File: src/rtl/ddr_rd_stride_gen.sv
// Strided DDR read job engine: issues burst_num rows of burst beats as read commands of at most
// MAX_LEN beats, counts returned beats and reports completion on done.
module ddr_rd_stride_gen #(
    parameter int DDR_ADDR_W = 32,
    parameter int BURST_W    = 8,
    parameter int MAX_LEN    = 16,
    parameter int BEAT_BYTES = 32
) (
    input  logic                  clk_i,
    input  logic                  rst_i,
    input  logic                  start_i,
    input  logic [DDR_ADDR_W-1:0] st_addr_i,
    input  logic [BURST_W-1:0]    burst_i,
    input  logic [DDR_ADDR_W-1:0] step_i,
    input  logic [BURST_W-1:0]    burst_num_i,
    output logic                  done_o,
    output logic                  rd_valid_o,
    input  logic                  rd_ready_i,
    output logic [DDR_ADDR_W-1:0] rd_addr_o,
    output logic [7:0]            rd_len_o,
    input  logic                  rd_data_valid_i,
    output logic                  err_o
);
    // Lengths need 9 bits: a command may carry up to 256 beats.
    localparam int LW = 9;
    localparam int CW = 2 * BURST_W;

    typedef enum logic [1:0] {S_IDLE, S_CMD, S_WAIT} state_t;

    state_t                state_q, state_d;
    logic                  done_q, done_d;
    logic                  rd_valid_q, rd_valid_d;
    logic [DDR_ADDR_W-1:0] rd_addr_q, rd_addr_d;
    logic [7:0]            rd_len_q, rd_len_d;
    logic                  err_q, err_d;
    logic [DDR_ADDR_W-1:0] row_addr_q, row_addr_d;
    logic [DDR_ADDR_W-1:0] step_q, step_d;
    logic [BURST_W-1:0]    burst_q, burst_d;
    logic [BURST_W-1:0]    rem_row_q, rem_row_d;
    logic [BURST_W-1:0]    rows_left_q, rows_left_d;
    logic [CW-1:0]         exp_q, exp_d;
    logic [CW-1:0]         recv_q, recv_d;

    logic                  beat_cnt;
    logic [LW-1:0]         cur_len;
    logic [LW-1:0]         rem_left;

    function automatic logic [7:0] cmd_len(input logic [LW-1:0] rem);
        logic [LW-1:0] l;
        l = (rem > LW'(MAX_LEN)) ? LW'(MAX_LEN) : rem;
        return 8'(l - LW'(1));
    endfunction

    always_comb begin
        state_d     = state_q;
        done_d      = done_q;
        rd_valid_d  = rd_valid_q;
        rd_addr_d   = rd_addr_q;
        rd_len_d    = rd_len_q;
        err_d       = err_q;
        row_addr_d  = row_addr_q;
        step_d      = step_q;
        burst_d     = burst_q;
        rem_row_d   = rem_row_q;
        rows_left_d = rows_left_q;
        exp_d       = exp_q;
        cur_len     = LW'(rd_len_q) + LW'(1);
        rem_left    = LW'(rem_row_q) - cur_len;

        // Beats may return while commands are still being issued, so count in CMD as well.
        beat_cnt = rd_data_valid_i && (state_q != S_IDLE) && (recv_q != exp_q);
        recv_d   = recv_q + CW'(beat_cnt);
        if (rd_data_valid_i && ((state_q == S_IDLE) || (recv_q == exp_q)))
            err_d = 1'b1;

        case (state_q)
            S_IDLE: begin
                if (start_i) begin
                    err_d       = 1'b0;
                    done_d      = 1'b0;
                    burst_d     = burst_i;
                    step_d      = step_i;
                    row_addr_d  = st_addr_i;
                    rd_addr_d   = st_addr_i;
                    rem_row_d   = burst_i;
                    rows_left_d = burst_num_i;
                    exp_d       = CW'(burst_i) * CW'(burst_num_i);
                    recv_d      = '0;
                    if ((burst_i == '0) || (burst_num_i == '0)) begin
                        state_d = S_WAIT;
                    end else begin
                        state_d    = S_CMD;
                        rd_valid_d = 1'b1;
                        rd_len_d   = cmd_len(LW'(burst_i));
                    end
                end
            end
            S_CMD: begin
                if (rd_ready_i) begin
                    if (rem_left != '0) begin
                        rem_row_d = BURST_W'(rem_left);
                        rd_addr_d = rd_addr_q + DDR_ADDR_W'(cur_len) * DDR_ADDR_W'(BEAT_BYTES);
                        rd_len_d  = cmd_len(rem_left);
                    end else if (rows_left_q > BURST_W'(1)) begin
                        rows_left_d = rows_left_q - BURST_W'(1);
                        row_addr_d  = row_addr_q + step_q;
                        rd_addr_d   = row_addr_q + step_q;
                        rem_row_d   = burst_q;
                        rd_len_d    = cmd_len(LW'(burst_q));
                    end else begin
                        rd_valid_d = 1'b0;
                        if (recv_d == exp_q) begin
                            state_d = S_IDLE;
                            done_d  = 1'b1;
                        end else begin
                            state_d = S_WAIT;
                        end
                    end
                end
            end
            S_WAIT: begin
                if (recv_d == exp_q) begin
                    state_d = S_IDLE;
                    done_d  = 1'b1;
                end
            end
            default: state_d = S_IDLE;
        endcase
    end

    always_ff @(posedge clk_i or posedge rst_i) begin
        if (rst_i) begin
            state_q     <= S_IDLE;
            done_q      <= 1'b1;
            rd_valid_q  <= 1'b0;
            rd_addr_q   <= '0;
            rd_len_q    <= '0;
            err_q       <= 1'b0;
            row_addr_q  <= '0;
            step_q      <= '0;
            burst_q     <= '0;
            rem_row_q   <= '0;
            rows_left_q <= '0;
            exp_q       <= '0;
            recv_q      <= '0;
        end else begin
            state_q     <= state_d;
            done_q      <= done_d;
            rd_valid_q  <= rd_valid_d;
            rd_addr_q   <= rd_addr_d;
            rd_len_q    <= rd_len_d;
            err_q       <= err_d;
            row_addr_q  <= row_addr_d;
            step_q      <= step_d;
            burst_q     <= burst_d;
            rem_row_q   <= rem_row_d;
            rows_left_q <= rows_left_d;
            exp_q       <= exp_d;
            recv_q      <= recv_d;
        end
    end

    assign done_o     = done_q;
    assign rd_valid_o = rd_valid_q;
    assign rd_addr_o  = rd_addr_q;
    assign rd_len_o   = rd_len_q;
    assign err_o      = err_q;

endmodule

File: config.mk
export PLATFORM = sky130hd
export DESIGN_NAME = ddr_rd_stride_gen
export DESIGN_NICKNAME = d
export VERILOG_FILES = /design/src/rtl/ddr_rd_stride_gen.sv
export SDC_FILE = /design/constraint.sdc
export NUM_CORES = 1
export LEC_CHECK = 0
export ABC_AREA = 1
export CORE_MARGIN = 1
export CORE_UTILIZATION = 64
export CTS_CLUSTER_DIAMETER = 150
export DETAILED_ROUTE_END_ITERATION = 6
export PLACE_DENSITY_LB_ADDON = 0.3
export SETUP_SLACK_MARGIN = 0.02
export SKIP_LAST_GASP = 1
export SLEW_MARGIN = 10
export SYNTH_ARGS = -nofsm -noshare
export SYNTH_HDL_FRONTEND = slang
export SYNTH_SLANG_ARGS = --single-unit
File: constraint.sdc
create_clock -name clk_i -period 12 [get_ports clk_i]
set_input_delay 3 -clock clk_i [delete_from_list [all_inputs] [get_ports clk_i]]
set_output_delay 3 -clock clk_i [all_outputs]
set_load 0.03 [all_outputs]
== Word level (Yosys, flattened, before mapping) ==
Cells that the tools add are included.

* Output and inout bits: 43
* Register bits after elaboration: 165
* Input bits: 85
* Word-level logic and storage cells: 111

* $mul: 1
* Order comparisons: 4
* Add/sub/neg operators: 9
* Reductions and logical operators: 19
* Mux-type cells: 52
* Equality and inequality tests: 13

{| class="wikitable"
|+ Operators with widths
! cell !! number
|-
| 32-bit two-way mux || 6
|-
| 8-bit two-way mux || 16
|-
| 32-bit one-hot mux with 2 select lines || 2
|-
| 8-bit one-hot mux with 2 select lines || 3
|-
| 32-bit by 14-bit adder with 32-bit output || 1
|-
| 32-bit adder || 1
|-
| 16-bit equality test || 2
|-
| 16-bit two-way mux || 2
|-
| 8-bit by 1-bit subtractor with 8-bit output (second input constant) || 4
|-
| 5-bit AND reduction || 4
|-
| 16-bit by 1-bit adder with 16-bit output || 1
|-
| 8-bit by 5-bit > comparator with 1-bit output (second input constant) || 2
|-
| 8-bit zero test || 2
|-
| 8-bit by 8-bit multiplier with 16-bit output || 1
|-
| 16-bit != test || 1
|-
| 2-bit two-way mux || 7
|-
| 2-bit != test (second input constant) || 7
|-
| 1-bit two-way mux || 13
|-
| 8-bit by 1-bit adder with 9-bit output (second input constant) || 1
|-
| 9-bit by 5-bit > comparator with 1-bit output (second input constant) || 1
|-
| 9-bit nonzero test || 1
|-
| 8-bit by 9-bit subtractor with 9-bit output || 1
|-
| 8-bit by 1-bit > comparator with 1-bit output (second input constant) || 1
|-
| 2-bit one-hot mux with 3 select lines || 1
|-
| 13 further kinds || 17
|}

== Depth between registers and ports, before layout ==
Gate-level depths: netlist of run 1.

* Word-level depth: 10
* Mapped depth: 28
* Gate-level depth less buffers: 27

== Worst setup path before layout of run 1 ==
Ideal clock, no wire load.

* Path type: input port to flip-flop
* From: in burst_num_i[7]
* To: reg exp_q[14]
* Data arrival time: 6.863 ns
* Setup time: 0.118 ns
* Stages: 22
* Buffers on the path: 1
* Required time: 11.882 ns
* Slack: 5.019 ns
* Cells stage by stage: clkbuf_1 -> nand2_1 -> fa_1 -> fa_1 -> inv_1 -> fa_1 -> fa_1 -> ha_1 -> inv_1 -> nor3_1 -> nand2_1 -> nand2_1 -> nand2_1 -> nand2_1 -> nand2_1 -> nand2_1 -> nand2_1 -> nand2_1 -> a21oi_1 -> or2_2 -> nand3_1 -> nand2_1

* Word-level cells in the longest chain between the ends: 1

{| class="wikitable"
|+ Ends and longest elaborated chain
! what !! RTL line !! RTL
|-
| from (decl) || 15 || <nowiki>input logic [BURST_W-1:0] burst_num_i,</nowiki>
|-
| 8-bit by 8-bit multiplier with 16-bit output || 87 || <nowiki>exp_d = CW'(burst_i) * CW'(burst_num_i);</nowiki>
|-
| to (signal assigned) || 158 || <nowiki>exp_q <= exp_d;</nowiki>
|-
| to (decl) || 41 || <nowiki>logic [CW-1:0] exp_q, exp_d;</nowiki>
|}

No other way between the ends.
A chain may end at the register's enable or synchronous reset.

== Final worst setup path of run 1 ==
* From: in burst_i[2]
* To: reg exp_q[14]

* Word-level cells in the longest chain between the ends: 1

{| class="wikitable"
|+ Ends and longest elaborated chain
! what !! RTL line !! RTL
|-
| from (decl) || 13 || <nowiki>input logic [BURST_W-1:0] burst_i,</nowiki>
|-
| 8-bit by 8-bit multiplier with 16-bit output || 87 ||
|}

No other way between the ends.

==> results.json, run 1 <==
{
  "gr-total-overflow": 0,
  "busiest_layer": "met2",
  "synthArstFlopShare_pct": 100.0,
  "cp.buffers_inverters": 4,
  "synth_area_um2": 13720,
  "final_layout_size_suffix_gt1_share_pct": 3.967,
  "dpl.hpwl_um": 29550,
  "post_cts.repair.setup_buffers": 0,
  "ir_drop_mv": 0.1465,
  "clkLatencyLatePin_ns": 0.46,
  "slew_viol_final": 0,
  "end_kind": "register",
  "crit_top_cell": "nand2_1",
  "hold_buffers": 0,
  "p_total_uw": 4886,
  "syn_to_final_growth_pct": 14.15,
  "htreeDepth": 4,
  "cts_made_buffers": 17,
  "yosys-top-cells-count": "nand2_1, inv_1, nor2_1",
  "yosysTopAreaCell": "dfrtp_1",
  "wl_per_cell_um": 16.86,
  "drtIter0Drc": 1111,
  "synth_fp_nets": 2184,
  "hold_viol_final": 0,
  "via_count": 13570,
  "fin_skew_ns": 0.01176,
  "regArea_um2": 4130,
  "core_area_um2": 21020,
  "crit_chain": "clkdlybuf4s50_1, nand2_1, inv_1, fa_1, inv_1, fa_1, fa_1, inv_1, fa_1, ha_1, nand2_1, nor3_1, nand2_1, nand2_1, nand2_1, nand2_1, nand2_1, nand2_1, nand2_1, nand2_1, a21oi_1, or2_2, nand3_1, nand2_1",
  "maxCapViolations": 0,
  "worst_pin_slew_ns": 1.108,
  "clk_pin_slew_worst_paths_ns": 0.08,
  "dp.cells": 2310,
  "period_needed_ns": 7.478,
  "use_met3_pct": 7.423,
  "status": "finished, final reports clean",
  "grt_usage_pct": 36.67,
  "final_nets": 2271,
  "slew_headroom_pct": 26.13,
  "stdcell_count": 2343,
  "syn_area_per_cell_um2": 6.977,
  "utilization_pct": 74.53,
  "root_buffer": "clkbuf_16",
  "io_pins": 128,
  "yosys_warnings": 0,
  "cp.required_ns": 12.35,
  "vias_per_cell": 5.792,
  "yosys-top-cells-area": "dfrtp_1, nand2_1, ha_1",
  "synth.most_common_cell": "nand2_1",
  "antenna_found_initial": 1,
  "rsz0062_at_grt": "no",
  "nFillCells": 1686,
  "ant_nets": 0,
  "criticalPathCategory": "input port to register",
  "crit_fanout": 12,
  "cts_buffer_depth": 2,
  "synth_edf_count": 0,
  "yosys_most_used_dff": "dfrtp_1",
  "cts_tree": "done",
  "die_w_um": 148.4,
  "fp.dieArea_um2": 22030,
  "multi_input_area_um2": 8278,
  "finalSetupViolations": 0,
  "ys_types": 50,
  "drcViolationCount": 0,
  "grt_pass1_wl_um": 63180,
  "cts.sinks": 165,
  "p_leak_uw": 0.008190,
  "gp_routability_congestion": 0.9795,
  "ctsResizeCount": 0,
  "chipHeight_um": 148.4,
  "grt_use_met1_pct": 48.76,
  "ys_seq_elements": 165,
  "synth_top_area_share_pct": 29.90,
  "max_freq_mhz": 133.7,
  "rows": 53,
  "slowest_delay_ns": 0.71,
  "worst_path_max_delay_cell": "clkdlybuf4s50_1",
  "p_per_area_nw_per_um2": 311.9,
  "min_period_over_period_pct": 62.32,
  "port_buffers": 127,
  "synth_cells": 1967,
  "dr.pass1.iters": 6,
  "path_delay_family": "adder cells",
  "use_met2_pct": 58.15,
  "synth-seq-area-share_pct": 30.09,
  "critPathArrivalTime_ns": 7.82,
  "fin_setup_tns_ns": 0,
  "finalWirelength_um": 39510,
  "worstSetupStartpointType": "input port",
  "hp-class": "register to register",
  "grt_max_degree": 94,
  "grt_pass1_vias": 12810,
  "initial_core_util_pct": 65.29
}
==> routing by layer <==
metal	routed length [um]	up-vias
met5	0	-
met4	1425	0
met3	3571	105
met2	18210	633
met1	16310	6358
li1	-	6475
==> power by group <==
part / internal (uW) / total (uW) / switching (uW)
logic: 1120 / 3250 / 2130
clock network: 283 / 570 / 287
registers: 815 / 1060 / 250
==> layout by cell type, fill, tap and decap left out, drive strengths merged, types with 43 or more instances in the layout <==
cell / synthesis / final
dfrtp: 164 / 164
a21oi: 105 / 105
inv: 261 / 269
nand3: 105 / 105
nor2: 191 / 191
o21ai: 106 / 106
xor2: 43 / 43
nand2: 616 / 616
ha: 93 / 93
clkdlybuf4s50: 0 / 127
==> path summary, 6_finish.rpt <==
path                              startpoint        endpoint  slack [ns]  depth (start not counted)
max in group asynchronous              rst_i   rd_addr_o[12]        7.34                          3
worst min register to register  rd_addr_o[1]    rd_addr_o[1]        0.48                          2
worst min-delay path            rd_addr_o[1]    rd_addr_o[1]        0.48                          2
worst max-delay path              burst_i[2]       exp_q[14]        4.52                         24
worst max register to register   rd_len_o[0]  row_addr_q[17]        7.61                         19
min in group asynchronous              rst_i      rd_valid_o        3.11                          2
==> registers in the layout (all words and copies together), names as in the netlist <==
| register | count |
|---|---|
| burst_q | 8 |
| done_o | 1 |
| err_o | 1 |
| exp_q | 16 |
| rd_addr_o | 32 |
| rd_len_o | 8 |
| rd_valid_o | 1 |
| recv_q | 16 |
| rem_row_q | 8 |
| row_addr_q | 32 |
| rows_left_q | 8 |
| state_q | 2 |
| step_q | 32 |
==> cell type report <==
cell class,count,area share [%]
diodes,1,0.01597
clock buffers,17,2.715
clock inverters,15,1.158
inverters,262,6.309
multi-input cells,1475,52.84
flip-flops and latches,165,26.36
well taps,275,2.196
repair buffers,133,8.402
==> logic make-up after synthesis <==
logic type	share of synthesized area [%]
DFF	30.09
AOI/OAI and AO/OA	11.51
adders and majority gates	14.17
buffers and inverters	9.627
and+or+nand+nor	29.98
xor gates and xnor gates	4.631
==> worst register-to-register path: stages, from the launching register on <==
cell and delay [ns]:
dfrtp_1 0.43, ha_1 0.25, nand2_2 0.11, inv_1 0.05
nor2_1 0.38, inv_1 0.09, ha_1 0.38, a21oi_1 0.20
nand2_1 0.10, nand2_1 0.14, nand3_2 0.10, nor2_2 0.16
nand3_4 0.12, nor2_8 0.46, nand3_4 0.16, nand2_4 0.36
nor2_4 0.06, inv_2 0.49, a21oi_1 0.10, a21oi_1 0.17
==> through the flow <==
stage	worst slack [ns]	hold slack (ns)	instance area (um2)
after global routing	4.201	0.5190	15660
after floorplan	4.540	0.4483	13720
after global placement	4.240	0.4597	15060
after CTS	4.582	0.4850	15660
after detailed placement	4.177	0.4623	15060
final	4.522	0.4768	15670
No activity file was read; power rests on OpenSTA's default activity.
==> run 2: changes to the inputs <==
CORE_UTILIZATION = 54   (was 64)
clock period = 6.8 ns   (was 12 ns; I/O delays follow)
==> run 2 against run 1 <==
Net effect:
- die area up 18%
- combinational power grew 77%
- sequential cell count is the same
- design area up 1.0%
- sequential power rose by 77%
- critical path depth decreased by 2
- non-clock buffer count rose by 13
- clock power up 77%
- core utilization decreased by 10 points
- global-route usage shrank 4.0 points
- clock-buffer cell count stayed put
- sequential share of layout area down 0.27 points
==> results.json, run 2 (synthesized netlist as in run 1, its figures left out) <==
{
  "final_cell_mix": "nand2_1, inv_1, nor2_1, dfrtp_1, clkdlybuf4s50_1",
  "ctsResizeCount": 0,
  "drtIter0Drc": 1235,
  "port_buffers": 127,
  "wl_per_cell_um": 17.17,
  "htreeDepth": 4,
  "fin_skew_ns": 0.01286,
  "hold_buffers": 0,
  "cts_made_buffers": 17,
  "cp.required_ns": 7.15,
  "p_sw_share_pct": 54.69,
  "rows": 57,
  "ir_drop_mv": 0.2425,
  "fin_area_um2": 15830,
  "grt_pass1_vias": 13050,
  "criticalPathCategory": "input port to register",
  "fp.dieArea_um2": 26060,
  "dr.pass1.iters": 6,
  "gr-total-overflow": 0,
  "timing.final.ws_setup_ns": 0.7972,
  "p_clk_share_pct": 11.7,
  "via_count": 13350,
  "worst_pin_slew_ns": 0.9227,
  "min_period_over_period_pct": 88.28,
  "drcViolationCount": 0,
  "grt_usage_pct": 32.62,
  "gp_routability_congestion": 0.9524,
  "pwr-share-seq_pct": 21.8,
  "power_frac_comb_pct": 66.5,
  "maxCapViolations": 0,
  "rrSetupSlack_ns": 2.00,
  "n_antenna_cell": 0,
  "io_pins": 128,
  "p_per_area_nw_per_um2": 546.1,
  "p_total_uw": 8643,
  "dpl.hpwl_um": 31310,
  "nFillCells": 2266,
  "worstRegToRegCells": 20,
  "p_sw_uw": 4728,
  "fin_setup_tns_ns": 0,
  "slew_viol_final": 0,
  "ant_nets": 0,
  "grt_pass1_wl_um": 66450,
  "post_dp_cell_area_um2": 15220,
  "crit_fanout": 10,
  "finalSetupViolations": 0,
  "slew_headroom_pct": 38.49,
  "post_cts.repair.setup_buffers": 0,
  "syn_to_final_growth_pct": 15.32,
  "max_freq_mhz": 166.6,
  "period_needed_ns": 6.003,
  "cts.sinks": 165,
  "grt_max_degree": 93,
  "p_leak_uw": 0.008250,
  "hp-class": "register to register",
  "core_area_um2": 24600,
  "initial_core_util_pct": 55.78,
  "final_nets": 2284,
  "vias_per_cell": 5.554,
  "chipHeight_um": 161.4,
  "internal_power_uw": 3916,
  "finalWirelength_um": 41270,
  "cts_buffer_depth": 2,
  "rsz0062_at_grt": "no",
  "clkLatencyLatePin_ns": 0.47,
  "root_buffer": "clkbuf_16",
  "place_ws_ns": 0.3358,
  "hold_viol_final": 0,
  "cts_tree": "done",
  "status": "finished, final reports clean",
  "clk_pin_slew_worst_paths_ns": 0.08,
  "whs_ns": 0.4836,
  "worstSetupStartpointType": "input port",
  "die_w_um": 161.4,
  "whs_path_depth": 2,
  "layout_commonest_cell": "nand2_1",
  "end_kind": "register",
  "antenna_found_initial": 0,
  "final_layout_size_suffix_gt1_share_pct": 4.567,
  "critPathArrivalTime_ns": 6.35
}
run 2: changes by cell type in the layout (fill, tap and decap cells not counted):
cell / change
buf_4: +13
clkinv_8: +1
clkinvlp_4: +1
diode_2: -1
inv_6: -1
inv_8: -1
run 2: metrics by stage:
stage,instances,utilization (%)
6_report,2404,64.32
5_1_grt,2404,64.32
2_1_floorplan,1967,-
4_1_cts,2404,64.32
3_3_place_gp,2372,61.84
3_5_place_dp,2372,61.84
run 2: per-layer routing:
layer / vias to the layer above / part of all wire [%] / global-route usage (%)
li1: 6497 / - / -
met1: 6240 / 44 / 43.27
met4: 0 / 3.7 / 13.08
met5: - / 0 / 0
met2: 512 / 46 / 52.68
met3: 102 / 6.9 / 5.907
run 2: final cells by class:
cell class	instances	area, um2	area share (%)
clock buffers	17	425.4	2.688
clock inverters	15	185.2	1.170
inverters	262	988.4	6.246
multi-input cells	1475	8278	52.30
flip-flops and latches	165	4130	26.10
well taps	324	405.4	2.561
repair buffers	146	1414	8.934
run 2: path summary, 6_finish.rpt:
kind	startpoint	endpoint
min reg2reg	rd_addr_o[1]	rd_addr_o[1]
min	rd_addr_o[1]	rd_addr_o[1]
max in group asynchronous	rst_i	recv_q[8]
max reg2reg	rd_len_o[0]	row_addr_q[21]
max	burst_num_i[5]	exp_q[14]
min in group asynchronous	rst_i	rd_len_o[3]
run 2: critical path: stages:
cell	delay [ns]
clkdlybuf4s50_1	0.77
nand2_1	0.15
fa_1	0.49
fa_1	0.56
inv_1	0.06
fa_1	0.52
fa_1	0.50
ha_1	0.34
inv_1	0.08
nor3_1	0.18
nand2_1	0.07
nand2_1	0.08
nand2_1	0.07
nand2_1	0.06
nand2_1	0.05
nand2_1	0.09
nand2_1	0.07
nand2_1	0.06
a21oi_1	0.06
or2_2	0.27
nand3_1	0.06
nand2_1	0.05
run 2: power groups by stage:
stage	clock [uW]	sequential [uW]	combinational (uW)
final	1010	1880	5750
after global routing	1060	1930	6430
after CTS	1020	1870	5680
after detailed placement	0	1880	5630
after global placement	0	1880	5500
after floorplan	0	1970	4010
